`src/rtl/led_blink_pkg.sv`:
```
// Shared types and constants for the LED blink-code decoder.
package led_blink_pkg;

  typedef enum logic [1:0] {
    IDLE,
    HIGH,
    LOW
  } state_t;

  // A quantized time measurement: ok is clear when the raw count falls
  // between two whole units outside the tolerance window.
  typedef struct packed {
    logic       ok;
    logic [3:0] units;
  } qnt_t;

  localparam int MAX_UNITS  = 12;
  localparam int NUM_STEPS  = 9;
  localparam int MIN_PERIOD = 2;
  localparam int LOCK_RUN   = 3;
  localparam int MAX_PERIOD = MIN_PERIOD + NUM_STEPS - 1;

endpackage

```
`src/rtl/led_blink_decoder_if.sv`:
```
// Blink input and decoded-measurement outputs of the blink decoder.
interface led_blink_decoder_if;
  logic       led_in;
  logic       meas_valid;
  logic [3:0] on_units;
  logic [3:0] period_units;
  logic [3:0] step;
  logic       fmt_err;
  logic       seq_err;
  logic       locked;
  logic       timeout;

  // Source of the waveform / consumer of the decoded results
  modport master (
    output led_in,
    input  meas_valid, on_units, period_units, step,
    input  fmt_err, seq_err, locked, timeout
  );

  // The decoder itself
  modport slave (
    input  led_in,
    output meas_valid, on_units, period_units, step,
    output fmt_err, seq_err, locked, timeout
  );
endinterface

```
`src/rtl/led_sync_edge.sv`:
```
// Two-flop synchronizer for an asynchronous level, with registered
// single-cycle rise/fall pulses taken from the synchronized level.
module led_sync_edge (
  input  logic clk,
  input  logic rst,
  input  logic din,
  output logic rise,
  output logic fall
);

  logic meta_p0;
  logic sync_p1;
  logic lvl_p2;

  // p0/p1 resolve metastability, p2 holds the previous synchronized level
  always_ff @(posedge clk or posedge rst) begin
    if (rst) begin
      meta_p0 <= 1'b0;
      sync_p1 <= 1'b0;
      lvl_p2  <= 1'b0;
      rise    <= 1'b0;
      fall    <= 1'b0;
    end else begin
      meta_p0 <= din;
      sync_p1 <= meta_p0;
      lvl_p2  <= sync_p1;
      rise    <= sync_p1 & ~lvl_p2;
      fall    <= ~sync_p1 & lvl_p2;
    end
  end

endmodule

```
`src/rtl/led_blink_decoder.sv`:
```
// Blink-code decoder: times each high pulse and rising-to-rising period
// in whole units, decodes the step index, tracks step order and lock, and
// flags format errors and loss of signal.
module led_blink_decoder
  import led_blink_pkg::*;
#(
  parameter int UNIT  = 50_000_000,
  parameter int TOL   = 1000,
  parameter int CNT_W = 29
) (
  input logic                clk,
  input logic                rst,
  led_blink_decoder_if.slave bus
);

  logic rise;
  logic fall;

  led_sync_edge u_sync (
    .clk  (clk),
    .rst  (rst),
    .din  (bus.led_in),
    .rise (rise),
    .fall (fall)
  );

  function automatic logic [3:0] sat_inc(input logic [3:0] v);
    return (v == 4'hF) ? v : v + 4'd1;
  endfunction

  // Round a (units, sub-unit) count to whole units when it lies within
  // TOL cycles of a unit boundary on either side.
  function automatic qnt_t quantize(input logic [3:0] u, input logic [CNT_W-1:0] s);
    qnt_t q;
    if (s <= CNT_W'(TOL)) begin
      q.ok    = 1'b1;
      q.units = u;
    end else if (s >= CNT_W'(UNIT - TOL)) begin
      q.ok    = 1'b1;
      q.units = u + 4'd1;
    end else begin
      q.ok    = 1'b0;
      q.units = u;
    end
    return q;
  endfunction

  logic [CNT_W-1:0] sub_cnt;
  logic [3:0]       unit_cnt;

  // Elapsed time since the last rising edge; the edge cycle itself counts
  // as one elapsed cycle so that an N-cycle period reads back as exactly N.
  always_ff @(posedge clk or posedge rst) begin
    if (rst) begin
      sub_cnt  <= '0;
      unit_cnt <= '0;
    end else if (rise) begin
      sub_cnt  <= CNT_W'(1);
      unit_cnt <= '0;
    end else if (sub_cnt == CNT_W'(UNIT - 1)) begin
      sub_cnt  <= '0;
      unit_cnt <= sat_inc(unit_cnt);
    end else begin
      sub_cnt  <= sub_cnt + CNT_W'(1);
    end
  end

  state_t     state;
  qnt_t       hi_q;
  logic [3:0] exp_step;
  logic       exp_vld;
  logic [1:0] run_cnt;

  logic       meas_valid_r;
  logic [3:0] on_units_r;
  logic [3:0] period_units_r;
  logic [3:0] step_r;
  logic       fmt_err_r;
  logic       seq_err_r;
  logic       locked_r;
  logic       timeout_r;

  qnt_t       cur_q;
  logic [3:0] per_step;
  logic [3:0] next_exp;
  logic       fmt_now;
  logic       seq_now;
  logic       lost;

  // Evaluate the running count as a candidate period against the captured high time
  always_comb begin
    cur_q    = quantize(unit_cnt, sub_cnt);
    per_step = cur_q.units - 4'(MIN_PERIOD);
    fmt_now  = !cur_q.ok || !hi_q.ok || (hi_q.units != 4'd1) ||
               (cur_q.units < 4'(MIN_PERIOD)) || (cur_q.units > 4'(MAX_PERIOD));
    seq_now  = !fmt_now && exp_vld && (per_step != exp_step);
    next_exp = (per_step == 4'(NUM_STEPS - 1)) ? 4'd0 : per_step + 4'd1;
    lost     = (unit_cnt == 4'(MAX_UNITS));
  end

  // Decoder state machine with registered measurement, sequence and lock outputs
  always_ff @(posedge clk or posedge rst) begin
    if (rst) begin
      state          <= IDLE;
      hi_q           <= '0;
      exp_step       <= '0;
      exp_vld        <= 1'b0;
      run_cnt        <= '0;
      meas_valid_r   <= 1'b0;
      on_units_r     <= '0;
      period_units_r <= '0;
      step_r         <= '0;
      fmt_err_r      <= 1'b0;
      seq_err_r      <= 1'b0;
      locked_r       <= 1'b0;
      timeout_r      <= 1'b0;
    end else begin
      meas_valid_r <= 1'b0;
      timeout_r    <= 1'b0;
      unique case (state)
        IDLE: begin
          if (rise) state <= HIGH;
        end
        HIGH: begin
          if (fall) begin
            hi_q  <= cur_q;
            state <= LOW;
          end else if (lost) begin
            timeout_r <= 1'b1;
            locked_r  <= 1'b0;
            run_cnt   <= '0;
            exp_vld   <= 1'b0;
            state     <= IDLE;
          end
        end
        LOW: begin
          if (rise) begin
            meas_valid_r   <= 1'b1;
            on_units_r     <= hi_q.units;
            period_units_r <= cur_q.units;
            step_r         <= per_step;
            fmt_err_r      <= fmt_now;
            seq_err_r      <= seq_now;
            if (!fmt_now && !seq_now) begin
              exp_step <= next_exp;
              exp_vld  <= 1'b1;
              if (run_cnt != 2'(LOCK_RUN)) run_cnt <= run_cnt + 2'd1;
              locked_r <= (run_cnt >= 2'(LOCK_RUN - 1));
            end else begin
              exp_vld  <= 1'b0;
              run_cnt  <= '0;
              locked_r <= 1'b0;
            end
            state <= HIGH;
          end else if (lost) begin
            timeout_r <= 1'b1;
            locked_r  <= 1'b0;
            run_cnt   <= '0;
            exp_vld   <= 1'b0;
            state     <= IDLE;
          end
        end
        default: state <= IDLE;
      endcase
    end
  end

  assign bus.meas_valid   = meas_valid_r;
  assign bus.on_units     = on_units_r;
  assign bus.period_units = period_units_r;
  assign bus.step         = step_r;
  assign bus.fmt_err      = fmt_err_r;
  assign bus.seq_err      = seq_err_r;
  assign bus.locked       = locked_r;
  assign bus.timeout      = timeout_r;

endmodule

```
`src/flat_wrapper.sv`:
```
// flat-port wrapper written by rule: the top's interface ports become plain ports
module led_blink_decoder_flat import led_blink_pkg::*;
#(
  parameter int UNIT  = 50_000_000,
  parameter int TOL   = 1000,
  parameter int CNT_W = 29
)
  (clk, rst, bus_led_in, bus_meas_valid, bus_on_units, bus_period_units, bus_step, bus_fmt_err, bus_seq_err, bus_locked, bus_timeout);
  led_blink_decoder_if bus_i ();
  input logic clk;
  input logic rst;
  input wire logic [$bits(bus_i.led_in)-1:0] bus_led_in;
  output wire logic [$bits(bus_i.meas_valid)-1:0] bus_meas_valid;
  output wire logic [$bits(bus_i.on_units)-1:0] bus_on_units;
  output wire logic [$bits(bus_i.period_units)-1:0] bus_period_units;
  output wire logic [$bits(bus_i.step)-1:0] bus_step;
  output wire logic [$bits(bus_i.fmt_err)-1:0] bus_fmt_err;
  output wire logic [$bits(bus_i.seq_err)-1:0] bus_seq_err;
  output wire logic [$bits(bus_i.locked)-1:0] bus_locked;
  output wire logic [$bits(bus_i.timeout)-1:0] bus_timeout;
  assign bus_i.led_in = bus_led_in;
  assign bus_meas_valid = bus_i.meas_valid;
  assign bus_on_units = bus_i.on_units;
  assign bus_period_units = bus_i.period_units;
  assign bus_step = bus_i.step;
  assign bus_fmt_err = bus_i.fmt_err;
  assign bus_seq_err = bus_i.seq_err;
  assign bus_locked = bus_i.locked;
  assign bus_timeout = bus_i.timeout;
  led_blink_decoder #(.UNIT(UNIT), .TOL(TOL), .CNT_W(CNT_W)) u_core (.clk(clk), .rst(rst), .bus(bus_i));
endmodule
```
`config.mk`:
```
export PLATFORM = sky130hd
export DESIGN_NAME = led_blink_decoder_flat
export DESIGN_NICKNAME = d
export VERILOG_FILES = /design/src/rtl/led_blink_pkg.sv /design/src/rtl/led_blink_decoder_if.sv /design/src/rtl/led_sync_edge.sv /design/src/rtl/led_blink_decoder.sv /design/src/flat_wrapper.sv
export SDC_FILE = /design/constraint.sdc
export NUM_CORES = 1
export LEC_CHECK = 0
export ABC_AREA = 0
export ABC_CLOCK_PERIOD_IN_PS = 3500
export CORE_MARGIN = 2
export CORE_UTILIZATION = 35
export DETAILED_ROUTE_END_ITERATION = 10
export GPL_TIMING_DRIVEN = 0
export PLACE_DENSITY = 0.51
export SYNTH_ARGS = -nofsm -noshare
export SYNTH_HDL_FRONTEND = slang
export SYNTH_SLANG_ARGS = --single-unit
```
`constraint.sdc`:
```
create_clock -name clk -period 3.5 [get_ports clk]
set_clock_uncertainty 0.1 [all_clocks]
set_input_delay 0.525 -clock clk [delete_from_list [all_inputs] [get_ports clk]]
set_output_delay 0.525 -clock clk [all_outputs]
set_load 0.03 [all_outputs]
```
-- After elaboration in Yosys (flattened, before gate mapping)
Cells that the tools add are included.
- flip-flop bits (word level): 69
- bits of input ports: 3
- output and inout bits: 17
- word-level logic and storage cells: 103
- add/subtract/negate cells: 5
- magnitude comparators: 5
- equal/unequal tests: 13
- multiplexer cells: 35
- bitwise logic cells: 4
- reduce and logical (&&, ||, !) cells: 20
- operator list (kind ; number):
    $mux 29 ; 2
    $add 29x1->29 const B ; 1
    $eq 29x26->1 const B ; 1
    $ge 29x26->1 const B ; 1
    $le 29x10->1 const B ; 1
    $mux 2 ; 9
    $mux 4 ; 4
    $mux 1 ; 13
    $eq 4x4->1 const B ; 3
    $mux 5 ; 2
    $add 4x1->4 const B ; 2
    $ne 2x2->1 const B ; 4
    $reduce_and 2->1 ; 4
    $pmux 1 s2 ; 3
    $pmux 2 s3 ; 1
    $reduce_and 3->1 ; 2
    $gt 4x4->1 const B ; 1
    $logic_not 1->1 ; 4
    $logic_or 1x1->1 ; 4
    $lt 4x2->1 const B ; 1
    $ne 4x1->1 const B ; 1
    $ne 4x4->1 ; 1
    $ne 4x4->1 const B ; 1
    $pmux 2 s2 ; 1
    10 further kinds ; 15

-- Longest topological paths before layout
- word-level depth: 16
- gate-level depth with buffers: 11
- gate-level depth less buffers: 11

-- Cells and area by module
A second synthesis with hierarchy kept.
- cells, all modules: 380
- area, all modules: 3636.0 um^2
- by module, submodules not included (module ; instances ; cells an instance ; area an instance (um^2) ; sequential area each (um^2)):
    led_blink_decoder ; 1 ; 372 ; 3492.1 ; 1576.5
    led_sync_edge ; 1 ; 8 ; 143.9 ; 125.1

-- Least setup slack after synthesis
No wires, ideal clock.
- kind: register -> register
- from: register u_core.sub_cnt[15]
- to: register u_core.exp_step[1]
- setup time: 0.125 ns
- arrival time: 3.055 ns
- data required time: 3.275 ns
- path slack: 0.220 ns
- cell stages (with the launch flop): 12
- path buffers: 1
- period minus slack after synthesis: 3.280 ns
- cell sequence: dfrtp_1 > clkbuf_1 > nand4_1 > or3_4 > or4_1 > nand4_1 > inv_1 > ha_1 > xnor2_1 > nor3_1 > o221a_4 > mux2_4
- cells in the longest elaborated chain, start to end: 14
- elaborated cells on any way between the ends: 22
- RTL lines (item ; RTL line ; text):
    start, declared ; led_blink_decoder.sv:48 ; logic [CNT_W-1:0] sub_cnt;
    start signal, assigned ; led_blink_decoder.sv:64 ; sub_cnt <= sub_cnt + CNT_W'(1);
    $ge 29x26->1 ; led_blink_decoder.sv:38 ; end else if (s >= CNT_W'(UNIT - TOL)) begin
    $mux 5 ; led_blink_decoder.sv:38 ;
    $mux 5 * ; led_blink_decoder.sv:35 ; if (s <= CNT_W'(TOL)) begin
    branches (longest 11 deep; another with $sub 4x2->4) ; -- ;
    end signal, assigned ; led_blink_decoder.sv:145 ; exp_step <= next_exp;
    end, declared ; led_blink_decoder.sv:70 ; logic [3:0] exp_step;
Every way passes the cells marked *.
A chain may end at the register's enable or synchronous reset.

-- Worst setup path in the final report
- from: register u_core.sub_cnt[25]
- to: register u_core.exp_step[1]
Same word-level chain as after synthesis.

==> flow_metrics.tcl <==
set metrics [dict create \
    initial_core_util_pct 36.3 \
    synth-async-reset-ratio_pct 100 \
    die_w_um 105 \
    total_power_mw 1.98 \
    drive_gt1_share_pct 10.1 \
    crit_chain "nand3_1 -> or3_4 -> or4_1 -> nand4_1 -> inv_2 -> ha_4 -> xnor2_1 -> nor3_2 -> o221a_4 -> mux2_4" \
    grt_usage_pct 15.1 \
    relSlewSlack_pct 41.3 \
    clkTransAtPathRegs_ns 0.08 \
    cts.sinks 68 \
    crit_path_max_fanout 6 \
    holdCritPathClass "reg -> reg" \
    first_pass_iters 4 \
    cp.arrival_ns 3.48 \
    worstSetupPathType "reg -> reg" \
    drc 0 \
    placed_area_um2 3930 \
    clock-root-buffer "clkbuf_8" \
    grt_pass1_vias 2781 \
    core_um2 9820 \
    p_per_area_nw_per_um2 471 \
    slowest_delay_ns 0.52 \
    synth-warning-count 0 \
    finalSetupTns_ns 0 \
    nets 426 \
    register_area_um2 1700 \
    drv_cap 0 \
    synth_top_area_share_pct 47.7 \
    cp_slowest_cell "or4_1" \
    worstMarginPinSlew_ns 0.880 \
    n_fill_cell 1021 \
    dr.first_iter.drc_count 109 \
    drt-total-wl_um 7540 \
    io_buffers 19 \
    rows 36 \
    cp-end-kind "register" \
    grt-ovfl-total 0 \
    syn_inst 378 \
    synth.avg_cell_area_um2 9.44 \
    gp_congestion 0.771 \
    cts_buffers 9 \
    crit_path_start_kind "register" \
    setup_viol 0 \
    status "finished, final reports clean" \
    synth-seq-cells 68 \
    hold_ws_ns 0.251 \
    synth_most_common_cell "dfrtp_1" \
    ys_seq_area_share_pct 47.7 \
    yosys-top-cells-count "dfrtp_1 (68), nand2_1 (47), nor2_1 (46), o21ai_0 (25), nand3_1 (24)" \
    slew_violations 0 \
    antenna_found_initial 0 \
    cts_tree "built" \
    grt_max_degree 69 \
    cts_buffer_depth 2 \
    crit_buf_inv 1 \
    syn2layout_area_growth_pct 17.7 \
    dp_hpwl_um 5160 \
    fmax_ghz 0.299 \
    clock_latency_ns 0.34 \
    io_pins 20 \
    viasPerCell 4.95 \
    routedWlPerCell_um 13.8 \
    fp.dieH_um 105 \
    min_period_ns 3.35 \
    irDropWorstVdd_mv 0.192 \
    finalCritPeriodShare_pct 95.7 \
    vias 2715 \
    multi_input_comb_area_um2 1780 \
    yosys.cell_types.count 49 \
    synth_top_area_cell "dfrtp_1" \
    ys.flop_type "dfrtp_1" \
    p_leak_nw 1.84 \
    synth_edf_count 0 \
    hold_viol_final 0 \
    netlist_area_um2 3570 \
    grt_pass1_wl_um 13500 \
    htreeDepth 3 \
    synth_fp_nets 394 \
    synth_area_leaders "dfrtp_1 (48%), nand2_1 (4.9%), nor2_1 (4.8%)" \
    ant_nets 0 \
    finalInstanceArea_um2 4200 \
    die_area_um2 11000 \
    diodes 0 \
    required_ns 3.63 \
    critPathTopFamily "simple AND/OR/NAND/NOR gates" \
]
[per-stage QoR]
stage	cells	utilization, %	setup slack [ns]
finish	548	42.8	0.150
global placement	530	40.0	-0.178
CTS	545	42.4	0.0475
global route	548	42.8	-0.00700
floorplan	378	-	0.220
detailed placement	530	40.0	-0.180
[path summary, 6_finish.rpt]
path	start	slack, ns	cells past startpoint	to
max	u_core.sub_cnt[25]	0.15	10	u_core.exp_step[1]
min	u_core.u_sync.meta_p0	0.25	0	u_core.u_sync.sync_p1
max reg2reg	u_core.sub_cnt[25]	0.15	10	u_core.exp_step[1]
min reg2reg	u_core.u_sync.meta_p0	0.25	0	u_core.u_sync.sync_p1
max in group asynchronous	rst	2.04	2	u_core.sub_cnt[21]
min in group asynchronous	rst	0.58	2	u_core.bus.on_units[3]
[metal layers]
layer  GRT usage [%]  vias to the layer above  share of wire (%)
li1                -                     1380                  -
met4            5.14                        0                1.2
met1            19.9                     1302                 50
met3            3.24                        9                2.4
met5               0                        -                  0
met2            24.5                       24                 46
[state kept, by name, summed over array words and instances, names as in the netlist, 2 cells and up]
signal                   cells
u_core.hi_q                  5
u_core.sub_cnt              29
u_core.bus.period_units      3
u_core.bus.step              4
u_core.exp_step              4
u_core.state                 2
u_core.unit_cnt              4
u_core.run_cnt               2
u_core.bus.on_units          4
[layout by cell type, fill, tap and decap left out, types with 5 or more instances in the layout]
cell	synthesis	layout
dfrtp_1	68	66
nand2_1	47	47
nor2_1	46	46
o21ai_0	25	25
nand3_1	24	24
xor2_1	19	19
clkdlybuf4s50_1	0	19
inv_1	19	17
a21oi_1	12	12
ha_1	13	12
xnor2_1	11	11
clkbuf_8	0	11
nor3_1	10	9
nand4_1	9	9
clkbuf_1	10	8
and3_1	8	8
buf_4	1	5
[where the power goes]
| group | switching, mW | internal [mW] | total [mW] |
|---|---|---|---|
| sequential | 0.0592 | 0.853 | 0.913 |
| combinational | 0.226 | 0.152 | 0.379 |
| clock | 0.316 | 0.369 | 0.685 |
| total | 0.601 | 1.38 | 1.98 |
[worst register-to-register path, delay by kind of cell (launching register included)]
kind | cells | cell delay (ns)
mux | 1 | 0.31
fa+ha+maj | 1 | 0.31
compound gates | 1 | 0.29
simple gates | 5 | 1.57
flops | 1 | 0.46
xor+xnor | 1 | 0.09
buf+inv | 1 | 0.12
[final cells by class]
cell class                 instances  share of cell area, %
tap                              133                   3.96
inverter                          20                   1.85
timing repair buffer              23                   5.24
sequential                        68                   40.6
clock inverter                     5                   1.43
clock buffer                      11                   3.60
multi-input combinational        279                   42.4
buffer                             9                  0.894
[cells by family (layout without fill, tap and decap cells)]
| kind of cell | count (synthesis) | in the layout | share of synthesized area, % |
|---|---|---|---|
| AO/OA/AOI/OAI | 60 | 60 | 11.7 |
| XOR/XNOR | 31 | 31 | 7.82 |
| adder cells (fa/ha/maj) | 13 | 13 | 4.56 |
| buffers and inverters | 31 | 68 | 3.37 |
| flip-flops | 68 | 68 | 47.7 |
| multiplexers | 7 | 7 | 2.59 |
| AND/OR/NAND/NOR | 168 | 168 | 22.3 |
[repair_timing]
| item | in CTS | in global routing |
|---|---|---|
| setup endpoints to repair | 23 | 4 |
| cloned | 0 | 0 |
| setup buffers | 0 | 4 |
| hold buffers | 0 | 0 |
| gates resized for setup | 5 | 2 |
(Power assumes the default switching activity.)
